**config.mk**
```make
export PLATFORM = sky130hd
export DESIGN_NAME = addsub_seq_nb_flat
export DESIGN_NICKNAME = d
export VERILOG_FILES = /design/src/rtl/addsub_seq_nb_pkg.sv /design/src/rtl/addsub_seq_nb_if.sv /design/src/rtl/addsub_seq_nb_digit_adder.sv /design/src/rtl/addsub_seq_nb.sv /design/src/flat_wrapper.sv
export SDC_FILE = /design/constraint.sdc
export NUM_CORES = 1
export LEC_CHECK = 0
export CAP_MARGIN = 20
export CORE_ASPECT_RATIO = 0.9
export CORE_MARGIN = 4
export CORE_UTILIZATION = 40
export CTS_CLUSTER_SIZE = 14
export DETAILED_ROUTE_END_ITERATION = 6
export PLACE_DENSITY = 0.7
export SYNTH_ARGS = -nofsm -noshare
export SYNTH_HDL_FRONTEND = slang
export SYNTH_SLANG_ARGS = --single-unit
```
**constraint.sdc**
```tcl
create_clock -name clk -period 6.5 [get_ports clk]
set_input_delay 0.65 -clock clk [delete_from_list [all_inputs] [get_ports clk]]
set_output_delay 0.65 -clock clk [all_outputs]
set_load 0.05 [all_outputs]
```
**src/rtl/addsub_seq_nb_pkg.sv**
```systemverilog
// Shared types and elaboration helpers for the digit-serial adder/subtractor.
//   state_e     : control FSM states (IDLE, RUN, DONE)
//   calc_ndig   : number of DIGIT-bit slices in a W-bit operand
//   calc_cnt_w  : digit counter width, clog2(NDIG) but never less than 1
package addsub_seq_pkg;

  typedef enum logic [1:0] {
    IDLE = 2'd0,
    RUN  = 2'd1,
    DONE = 2'd2
  } state_e;

  function automatic int calc_ndig(input int w, input int digit);
    return w / digit;
  endfunction

  function automatic int calc_cnt_w(input int ndig);
    return (ndig <= 1) ? 1 : $clog2(ndig);
  endfunction

endpackage

```
**src/rtl/addsub_seq_nb_if.sv**
```systemverilog
// Operand/result handshake bundle for addsub_seq_nb.
//   in_valid/in_ready   : operand handshake (a, b, sub, cin)
//   out_valid/out_ready : result handshake (sum, cout, ovf)
// master = operand producer / result consumer, slave = the adder.
interface addsub_seq_nb_if #(
  parameter int W = 16
);
  logic         in_valid;
  logic         in_ready;
  logic [W-1:0] a;
  logic [W-1:0] b;
  logic         sub;
  logic         cin;
  logic         out_valid;
  logic         out_ready;
  logic [W-1:0] sum;
  logic         cout;
  logic         ovf;

  modport master (
    output in_valid, a, b, sub, cin, out_ready,
    input  in_ready, out_valid, sum, cout, ovf
  );

  modport slave (
    input  in_valid, a, b, sub, cin, out_ready,
    output in_ready, out_valid, sum, cout, ovf
  );
endinterface

```
**src/rtl/addsub_seq_nb_digit_adder.sv**
```systemverilog
// Combinational DIGIT-bit ripple adder built from full_adder cells.
//   full_adder  : a, b, ci -> s, co
//   digit_adder : a, b (DIGIT bits), cin -> s (DIGIT bits), cout,
//                 c_top = carry into the most significant bit of the slice
//                 (on the last slice this is the carry into bit W-1, used
//                 for signed overflow).
module full_adder (
  input  logic a,
  input  logic b,
  input  logic ci,
  output logic s,
  output logic co
);
  assign s  = a ^ b ^ ci;
  assign co = (a & b) | (ci & (a ^ b));
endmodule

module digit_adder #(
  parameter int DIGIT = 4
) (
  input  logic [DIGIT-1:0] a,
  input  logic [DIGIT-1:0] b,
  input  logic             cin,
  output logic [DIGIT-1:0] s,
  output logic             cout,
  output logic             c_top
);
  // carry[i] is the carry into bit i; carry[DIGIT] leaves the slice.
  logic [DIGIT:0] carry;

  assign carry[0] = cin;

  genvar gi;
  generate
    for (gi = 0; gi < DIGIT; gi++) begin : g_fa
      full_adder u_fa (
        .a  (a[gi]),
        .b  (b[gi]),
        .ci (carry[gi]),
        .s  (s[gi]),
        .co (carry[gi+1])
      );
    end
  endgenerate

  assign cout  = carry[DIGIT];
  assign c_top = carry[DIGIT-1];
endmodule

```
**src/rtl/addsub_seq_nb.sv**
```systemverilog
// Digit-serial W-bit adder/subtractor behind valid/ready handshakes.
// One DIGIT-bit slice is added per clock with the carry kept in a register;
// the result is valid NDIG cycles after the operands are accepted and held
// until the consumer takes it.
//   clk   : rising-edge clock
//   rst_n : asynchronous active-low reset
//   bus   : addsub_seq_nb_if slave (operands in, result out)
module addsub_seq_nb
  import addsub_seq_pkg::*;
#(
  parameter int W     = 16,
  parameter int DIGIT = 4
) (
  input  logic            clk,
  input  logic            rst_n,
  addsub_seq_nb_if.slave  bus
);

  localparam int NDIG = calc_ndig(W, DIGIT);
  localparam int CW   = calc_cnt_w(NDIG);
  localparam logic [CW-1:0] LAST = CW'(NDIG - 1);

  generate
    if ((W < 1) || (DIGIT < 1) || ((W % DIGIT) != 0)) begin : g_bad_params
      $error("addsub_seq_nb: DIGIT must be >= 1 and divide W");
    end
  endgenerate

  state_e state_reg, state_next;

  logic [W-1:0]  a_reg, b_reg, res_reg, sum_reg;
  logic          carry_reg, cout_reg, ovf_reg;
  logic [CW-1:0] cnt_reg;

  logic             load, step, last_digit;
  logic             in_ready_c, out_valid_c;
  logic [DIGIT-1:0] d_sum;
  logic             d_cout, d_ctop;
  logic [W-1:0]     res_shift;

  digit_adder #(.DIGIT(DIGIT)) u_digit (
    .a     (a_reg[DIGIT-1:0]),
    .b     (b_reg[DIGIT-1:0]),
    .cin   (carry_reg),
    .s     (d_sum),
    .cout  (d_cout),
    .c_top (d_ctop)
  );

  // New slice enters at the MSB end, so after NDIG steps slice 0 sits at
  // the bottom of the word.
  generate
    if (NDIG == 1) begin : g_single
      assign res_shift = d_sum;
    end else begin : g_multi
      assign res_shift = {d_sum, res_reg[W-1:DIGIT]};
    end
  endgenerate

  assign last_digit = (cnt_reg == LAST);

  always_ff @(posedge clk or negedge rst_n) begin
    if (!rst_n) state_reg <= IDLE;
    else        state_reg <= state_next;
  end

  always_comb begin
    state_next  = state_reg;
    load        = 1'b0;
    step        = 1'b0;
    in_ready_c  = 1'b0;
    out_valid_c = 1'b0;
    case (state_reg)
      IDLE: begin
        in_ready_c = 1'b1;
        if (bus.in_valid) begin
          load       = 1'b1;
          state_next = RUN;
        end
      end
      RUN: begin
        step = 1'b1;
        if (last_digit) state_next = DONE;
      end
      DONE: begin
        out_valid_c = 1'b1;
        if (bus.out_ready) state_next = IDLE;
      end
      default: state_next = IDLE;
    endcase
  end

  always_ff @(posedge clk or negedge rst_n) begin
    if (!rst_n) begin
      a_reg     <= '0;
      b_reg     <= '0;
      res_reg   <= '0;
      sum_reg   <= '0;
      carry_reg <= 1'b0;
      cout_reg  <= 1'b0;
      ovf_reg   <= 1'b0;
      cnt_reg   <= '0;
    end else if (load) begin
      // Subtraction is a + ~b + ~cin, so invert once at capture time.
      a_reg     <= bus.a;
      b_reg     <= bus.sub ? ~bus.b : bus.b;
      carry_reg <= bus.sub ? ~bus.cin : bus.cin;
      cnt_reg   <= '0;
    end else if (step) begin
      a_reg     <= a_reg >> DIGIT;
      b_reg     <= b_reg >> DIGIT;
      res_reg   <= res_shift;
      carry_reg <= d_cout;
      cnt_reg   <= cnt_reg + 1'b1;
      if (last_digit) begin
        sum_reg  <= res_shift;
        cout_reg <= d_cout;
        ovf_reg  <= d_ctop ^ d_cout;
      end
    end
  end

  assign bus.in_ready  = in_ready_c;
  assign bus.out_valid = out_valid_c;
  assign bus.sum       = sum_reg;
  assign bus.cout      = cout_reg;
  assign bus.ovf       = ovf_reg;

endmodule

```
**src/flat_wrapper.sv**
```systemverilog
// flat-port wrapper written by rule: the top's interface ports become plain ports
module addsub_seq_nb_flat import addsub_seq_pkg::*;
#(
  parameter int W     = 16,
  parameter int DIGIT = 4
)
  (clk, rst_n, bus_in_valid, bus_a, bus_b, bus_sub, bus_cin, bus_out_ready, bus_in_ready, bus_out_valid, bus_sum, bus_cout, bus_ovf);
  addsub_seq_nb_if #(.W(W)) bus_i ();
  input  logic clk;
  input  logic rst_n;
  input wire logic [$bits(bus_i.in_valid)-1:0] bus_in_valid;
  input wire logic [$bits(bus_i.a)-1:0] bus_a;
  input wire logic [$bits(bus_i.b)-1:0] bus_b;
  input wire logic [$bits(bus_i.sub)-1:0] bus_sub;
  input wire logic [$bits(bus_i.cin)-1:0] bus_cin;
  input wire logic [$bits(bus_i.out_ready)-1:0] bus_out_ready;
  output wire logic [$bits(bus_i.in_ready)-1:0] bus_in_ready;
  output wire logic [$bits(bus_i.out_valid)-1:0] bus_out_valid;
  output wire logic [$bits(bus_i.sum)-1:0] bus_sum;
  output wire logic [$bits(bus_i.cout)-1:0] bus_cout;
  output wire logic [$bits(bus_i.ovf)-1:0] bus_ovf;
  assign bus_i.in_valid = bus_in_valid;
  assign bus_i.a = bus_a;
  assign bus_i.b = bus_b;
  assign bus_i.sub = bus_sub;
  assign bus_i.cin = bus_cin;
  assign bus_i.out_ready = bus_out_ready;
  assign bus_in_ready = bus_i.in_ready;
  assign bus_out_valid = bus_i.out_valid;
  assign bus_sum = bus_i.sum;
  assign bus_cout = bus_i.cout;
  assign bus_ovf = bus_i.ovf;
  addsub_seq_nb #(.W(W), .DIGIT(DIGIT)) u_core (.clk(clk), .rst_n(rst_n), .bus(bus_i));
endmodule
```
==> results of run 1 <==
-- synth_stat cells, drive strengths merged (4+ instances only) --
cell | n | area (um2)
nand3 | 9 | 45.0
xnor2 | 16 | 140
nor2 | 17 | 63.8
a22oi | 8 | 60.1
a221o | 11 | 118
nand2 | 73 | 274
a31oi | 5 | 31.3
dfrtp | 67 | 1680
buf | 13 | 88.8
mux2 | 14 | 158
o21ai | 13 | 65.1
inv | 8 | 30.0
fa | 4 | 80.1
clkbuf | 6 | 22.5
-- metrics by stage --
step | worst slack (ps) | util [%] | area [um2] | std cells | hold WS [ps]
2_1_floorplan | 4370 | - | 2960 | 277 | 354
3_3_place_gp | 3980 | 50.0 | 3550 | 411 | 456
3_5_place_dp | 3940 | 50.2 | 3570 | 412 | 462
4_1_cts | 3980 | 53.0 | 3770 | 427 | 479
5_1_grt | 3900 | 53.3 | 3790 | 428 | 490
6_report | 4010 | 53.3 | 3790 | 428 | 475
-- layout make-up --
cell class | instances | share of cell area [%]
well taps | 93 | 3.07
repair buffers | 62 | 16.6
clock buffers | 14 | 5.08
flip-flops and latches | 67 | 44.2
multi-input cells | 183 | 30.1
inverters | 8 | 0.792
clock inverters | 1 | 0.132
-- cells by family after synthesis --
family	count (synthesis)	share of synthesized area [%]
AO/OA/AOI/OAI	40	9.94
multiplexers	14	5.33
buffers and inverters	27	4.78
flip-flops	67	56.7
adder cells (fa/ha/maj)	5	3.13
AND/OR/NAND/NOR	106	14.8
XOR/XNOR	18	5.33
-- metal layers --
metal / global-route usage [%] / part of all wire, % / vias to the layer above
met5: 0 / 0 / -
met1: 18.3 / 47 / 988
li1: - / - / 1035
met3: 5.41 / 7.6 / 7
met2: 23.4 / 45 / 74
met4: 5.46 / 1.2 / 0
-- worst register-to-register path, stage by stage (launching register included) --
cell	delay, ps
dfrtp_1	410
fa_1	410
inv_1	80
fa_1	150
inv_1	50
fa_1	400
inv_1	80
fa_1	230
nor3b_1	70
a211oi_1	240
a21oi_1	60
-- power breakdown --
group | internal [uW] | switching, uW
combinational | 361 | 537
clock | 188 | 140
sequential | 610 | 117
-- worst max-delay path by stage --
stage                  endpoint           startpoint  depth (start not counted)
5_1_grt           bus_out_valid  u_core.state_reg[0]                          3
6_report          bus_out_valid  u_core.state_reg[0]                          3
3_3_place_gp    u_core.b_reg[9]         bus_in_valid                          4
3_5_place_dp    u_core.b_reg[6]         bus_in_valid                          4
2_1_floorplan  u_core.carry_reg      u_core.b_reg[0]                         10
4_1_cts           bus_out_valid  u_core.state_reg[0]                          3
==> flow_summary.toml, run 1 <==
[status]
status = "finished, final reports clean"

[min_path]
min_to = "u_core.res_reg[6]"
holdPathStages = 2
min-delay-start = "u_core.res_reg[6]"
hold_path.class = "register to register"

[sta]
worst_slew_pin_slew_ps = 986
tns_ps = 0
max_freq_mhz = 402
finalMaxSlewViolations = 0
setup_viol = 0
hold_viol = 0
fin_crit_sh_pct = 38.3
fin_crit_ps = 2490
relSlewSlack_pct = 34.1
rsz0062_at_grt = "no"
skew_ps = 7.02

[detailed_routing]
via_per_inst = 4.92
postRouteAntennaNets = 0
dr.pass1.iters = 4
drc = 0
drtIter0Drc = 123
vias = 2104
wl_per_cell_um = 13.4
wirelength_um = 5720

[floorplanning]
fp.dieArea_mm2 = 0.00884
start_util_pct = 41.6
ios = 58
core_mm2 = 0.00711
die_y_um = 89.6
die_x_um = 98.6
std_cell_rows = 29

[yosys]
synth-edff-count = 0
yosysSeqAreaShare_pct = 56.7
synth_seq_cells = 67
async_reset_ff_share_pct = 100
synth_cell_types = 29
synthesis.nets = 320
ys.warnings.count = 0
syn-cell-area_mm2 = 0.00296
synthFlopType = "dfrtp_1"
synth_area_per_cell_um2 = 10.7
syn-instance-count = 277

[cts]
cts.repair.resized = 0
clk_pin_slew_ps = 70
postCtsHoldBufs = 0
cts.sinks = 67
root_buffer = "clkbuf_8"
clkLatencyLatePin_ps = 330
cts_setup_buffers = 0
clock_path_buffers = 2
htree_levels = 3
numCtsBuffers = 9
tritoncts = "built"

[worst_setup_path]
required_ps = 5850
path_delay_family = "buffers and inverters"
crit_buf_inv = 2
worstSetupPathType = "register to output pin"
path_cells = "nand2b_1, inv_1, clkdlybuf4s50_1"
critPathLaunchType = "register"
crit_path_max_incr_delay_ps = 790
rr_endpoint = "u_core.carry_reg"
r2r_slack_ps = 4160
critPathSlowestCell = "clkdlybuf4s50_1"
ff2ff_path_depth = 10
crit_fanout = 9
critical_path_arrival_ps = 1840
timing.rr.start = "u_core.b_reg[0]"
endpoint_kind = "output pin"

[layout]
nets = 374
area_growth_pct = 28.3
layout_common_cells = "nand2_1, dfrtp_1, clkdlybuf4s50_1"
regArea_mm2 = 0.00168
final_common_cell = "nand2_1"
antennaDiodeCount = 0
nFillCells = 650
layout-drive-gt1-share_pct = 12.8
multi_input_area_mm2 = 0.00114

[global_routing]
antenna_found_initial = 0
grt_pass1_wl_um = 10000
grt_pass1_vias = 2147
grt.total_usage_pct = 14.6
overflow = 0
grt_max_degree = 68

[power_and_ir_drop]
peakVddDrop_uv = 209
finalPower_uw = 1950
leakagePower_uw = 0.00174
p_per_area_mw_per_mm2 = 515

[placement]
numPortBuffers = 57
dp_hpwl_um = 3840
gp_congestion = 0.707

[run]
drv_cap = 0
Power figures use the tool's default switching activity.
==> inputs of run 2 (changes only) <==
--- a/config.mk
+++ b/config.mk
@@ -11,7 +11,7 @@
 export CORE_UTILIZATION = 40
 export CTS_CLUSTER_SIZE = 14
 export DETAILED_ROUTE_END_ITERATION = 6
-export PLACE_DENSITY = 0.7
+export PLACE_DENSITY = 0.73
 export SYNTH_ARGS = -nofsm -noshare
 export SYNTH_HDL_FRONTEND = slang
 export SYNTH_SLANG_ARGS = --single-unit
==> constraint.sdc (replaced) <==
create_clock -name clk -period 2.15 [get_ports clk]
set_input_delay 0.215 -clock clk [delete_from_list [all_inputs] [get_ports clk]]
set_output_delay 0.215 -clock clk [all_outputs]
set_load 0.05 [all_outputs]
==> flow_summary.toml, run 2 (same netlist as run 1, synthesis figures left out) <==
[floorplanning]
start_util_pct = 41.6
ios = 58
std_cell_rows = 29
fp.dieArea_mm2 = 0.00884
die_y_um = 89.6
core_mm2 = 0.00711
die_x_um = 98.6

[cts]
numCtsBuffers = 9
root_buffer = "clkbuf_8"
tritoncts = "built"
clkLatencyLatePin_ps = 340
clock_path_buffers = 2
clk_pin_slew_ps = 70
cts.sinks = 67
htree_levels = 3

[sta]
fin_crit_sh_pct = 101
fin_hold_ws_ps = 399
skew_ps = 5.91
finalMaxSlewViolations = 0
relSlewSlack_pct = 56.7
worst_slack_ps = -16.4
hold_viol = 0
fin_crit_ps = 2170
setup_viol = 2
max_freq_mhz = 462
tns_ps = -27.7
rsz0062_at_grt = "yes"
worst_slew_pin_slew_ps = 650

[detailed_routing]
wirelength_um = 6050
wl_per_cell_um = 13.8
vias = 2128
drtIter0Drc = 116
via_per_inst = 4.85
postRouteAntennaNets = 0
dr.pass1.iters = 4
drc = 0

[power_and_ir_drop]
peakVddDrop_uv = 559
p_per_area_mw_per_mm2 = 1570
finalPower_uw = 6070
leakagePower_uw = 0.00179

[worst_setup_path]
critPathSlowestCell = "dfrtp_1"
path_delay_family = "adder cells"
path_cells = "fa_2, inv_2, fa_2, inv_2, fa_2, inv_2, fa_2, nor3b_2, a211oi_2, a21oi_1"
crit_buf_inv = 3
critPathMostFrequentCell = "fa_2"
endpoint_kind = "register"
critical_path_arrival_ps = 2390
required_ps = 2370
crit_fanout = 2
crit_path_max_incr_delay_ps = 400
critPathLaunchType = "register"
worstSetupPathType = "register to register"

[layout]
area_growth_pct = 31.0
final_common_cell = "nand2_1"
layout-drive-gt1-share_pct = 17.9
multi_input_area_mm2 = 0.00117
nets = 385
fin_util_pct = 54.5
regArea_mm2 = 0.00168
nFillCells = 638
antennaDiodeCount = 0
layout_common_cells = "nand2_1, dfrtp_1, clkdlybuf4s50_1"

[placement]
numPortBuffers = 57
place_ws_ps = -99.0
dp_hpwl_um = 4170
gp_congestion = 0.745

[min_path]
hold_path.class = "primary input to register"

[global_routing]
grt_max_degree = 41
grtUsageMet3_pct = 6.02
top_usage_layer = "met2"
grt_pass1_wl_um = 10300
overflow = 0
grt.total_usage_pct = 14.9
grt_pass1_vias = 2177
grt_use_met1_pct = 18.7
antenna_found_initial = 0
use_met2_pct = 24.3

[run]
drv_cap = 0

[status]
violations = "setup timing"
status = "finished, violations left"
run 2: timing repair:
item	CTS	global route
gates resized for setup	11	4
pin swaps	5	6
hold buffers	1	0
buffers inserted	1	1
endpoints found under the hold margin	27	0
setup endpoints to repair	4	5
run 2: report_power, final:
group	total (uW)	switching, uW	internal [uW]
clock network	941	438	503
logic	2920	1700	1220
registers	2210	365	1840
run 2: layer usage:
| layer | share of wire [%] | up-vias | routed length [um] |
|---|---|---|---|
| li1 | - | 1056 | - |
| met1 | 45 | 1012 | 2710 |
| met2 | 48 | 54 | 2880 |
| met3 | 6.8 | 6 | 412 |
| met4 | 0.79 | 0 | 48 |
| met5 | 0 | - | 0 |
run 2: cell type report:
cell class	instances	area share, %
multi-input cells	183	30.1
inverters	8	0.775
repair buffers	73	18.2
clock buffers	13	4.36
well taps	93	3.00
flip-flops and latches	67	43.3
clock inverters	2	0.258
run 2: worst paths after layout:
| kind | from | endpoint | slack (ps) | depth (start not counted) |
|---|---|---|---|---|
| max | u_core.a_reg[0] | u_core.carry_reg | -20 | 10 |
| min | bus_a[12] | u_core.a_reg[12] | 400 | 3 |
| min in group asynchronous | rst_n | u_core.bus.sum[0] | 440 | 2 |
| min reg2reg | u_core.res_reg[4] | u_core.res_reg[4] | 470 | 2 |
| max in group asynchronous | rst_n | u_core.a_reg[9] | 1080 | 3 |
| max reg2reg | u_core.a_reg[0] | u_core.carry_reg | -20 | 10 |
run 2: tightest hold or removal path, stage by stage:
cell and delay (ps):
clkdlybuf4s50_1 400, nand2_1 50, nand2_1 40
run 2: metrics by stage:
step	cell area (um2)	cells
after floorplan	2960	277
after global placement	3640	421
after detailed placement	3640	421
after CTS	3850	438
after global routing	3870	439
final	3870	439
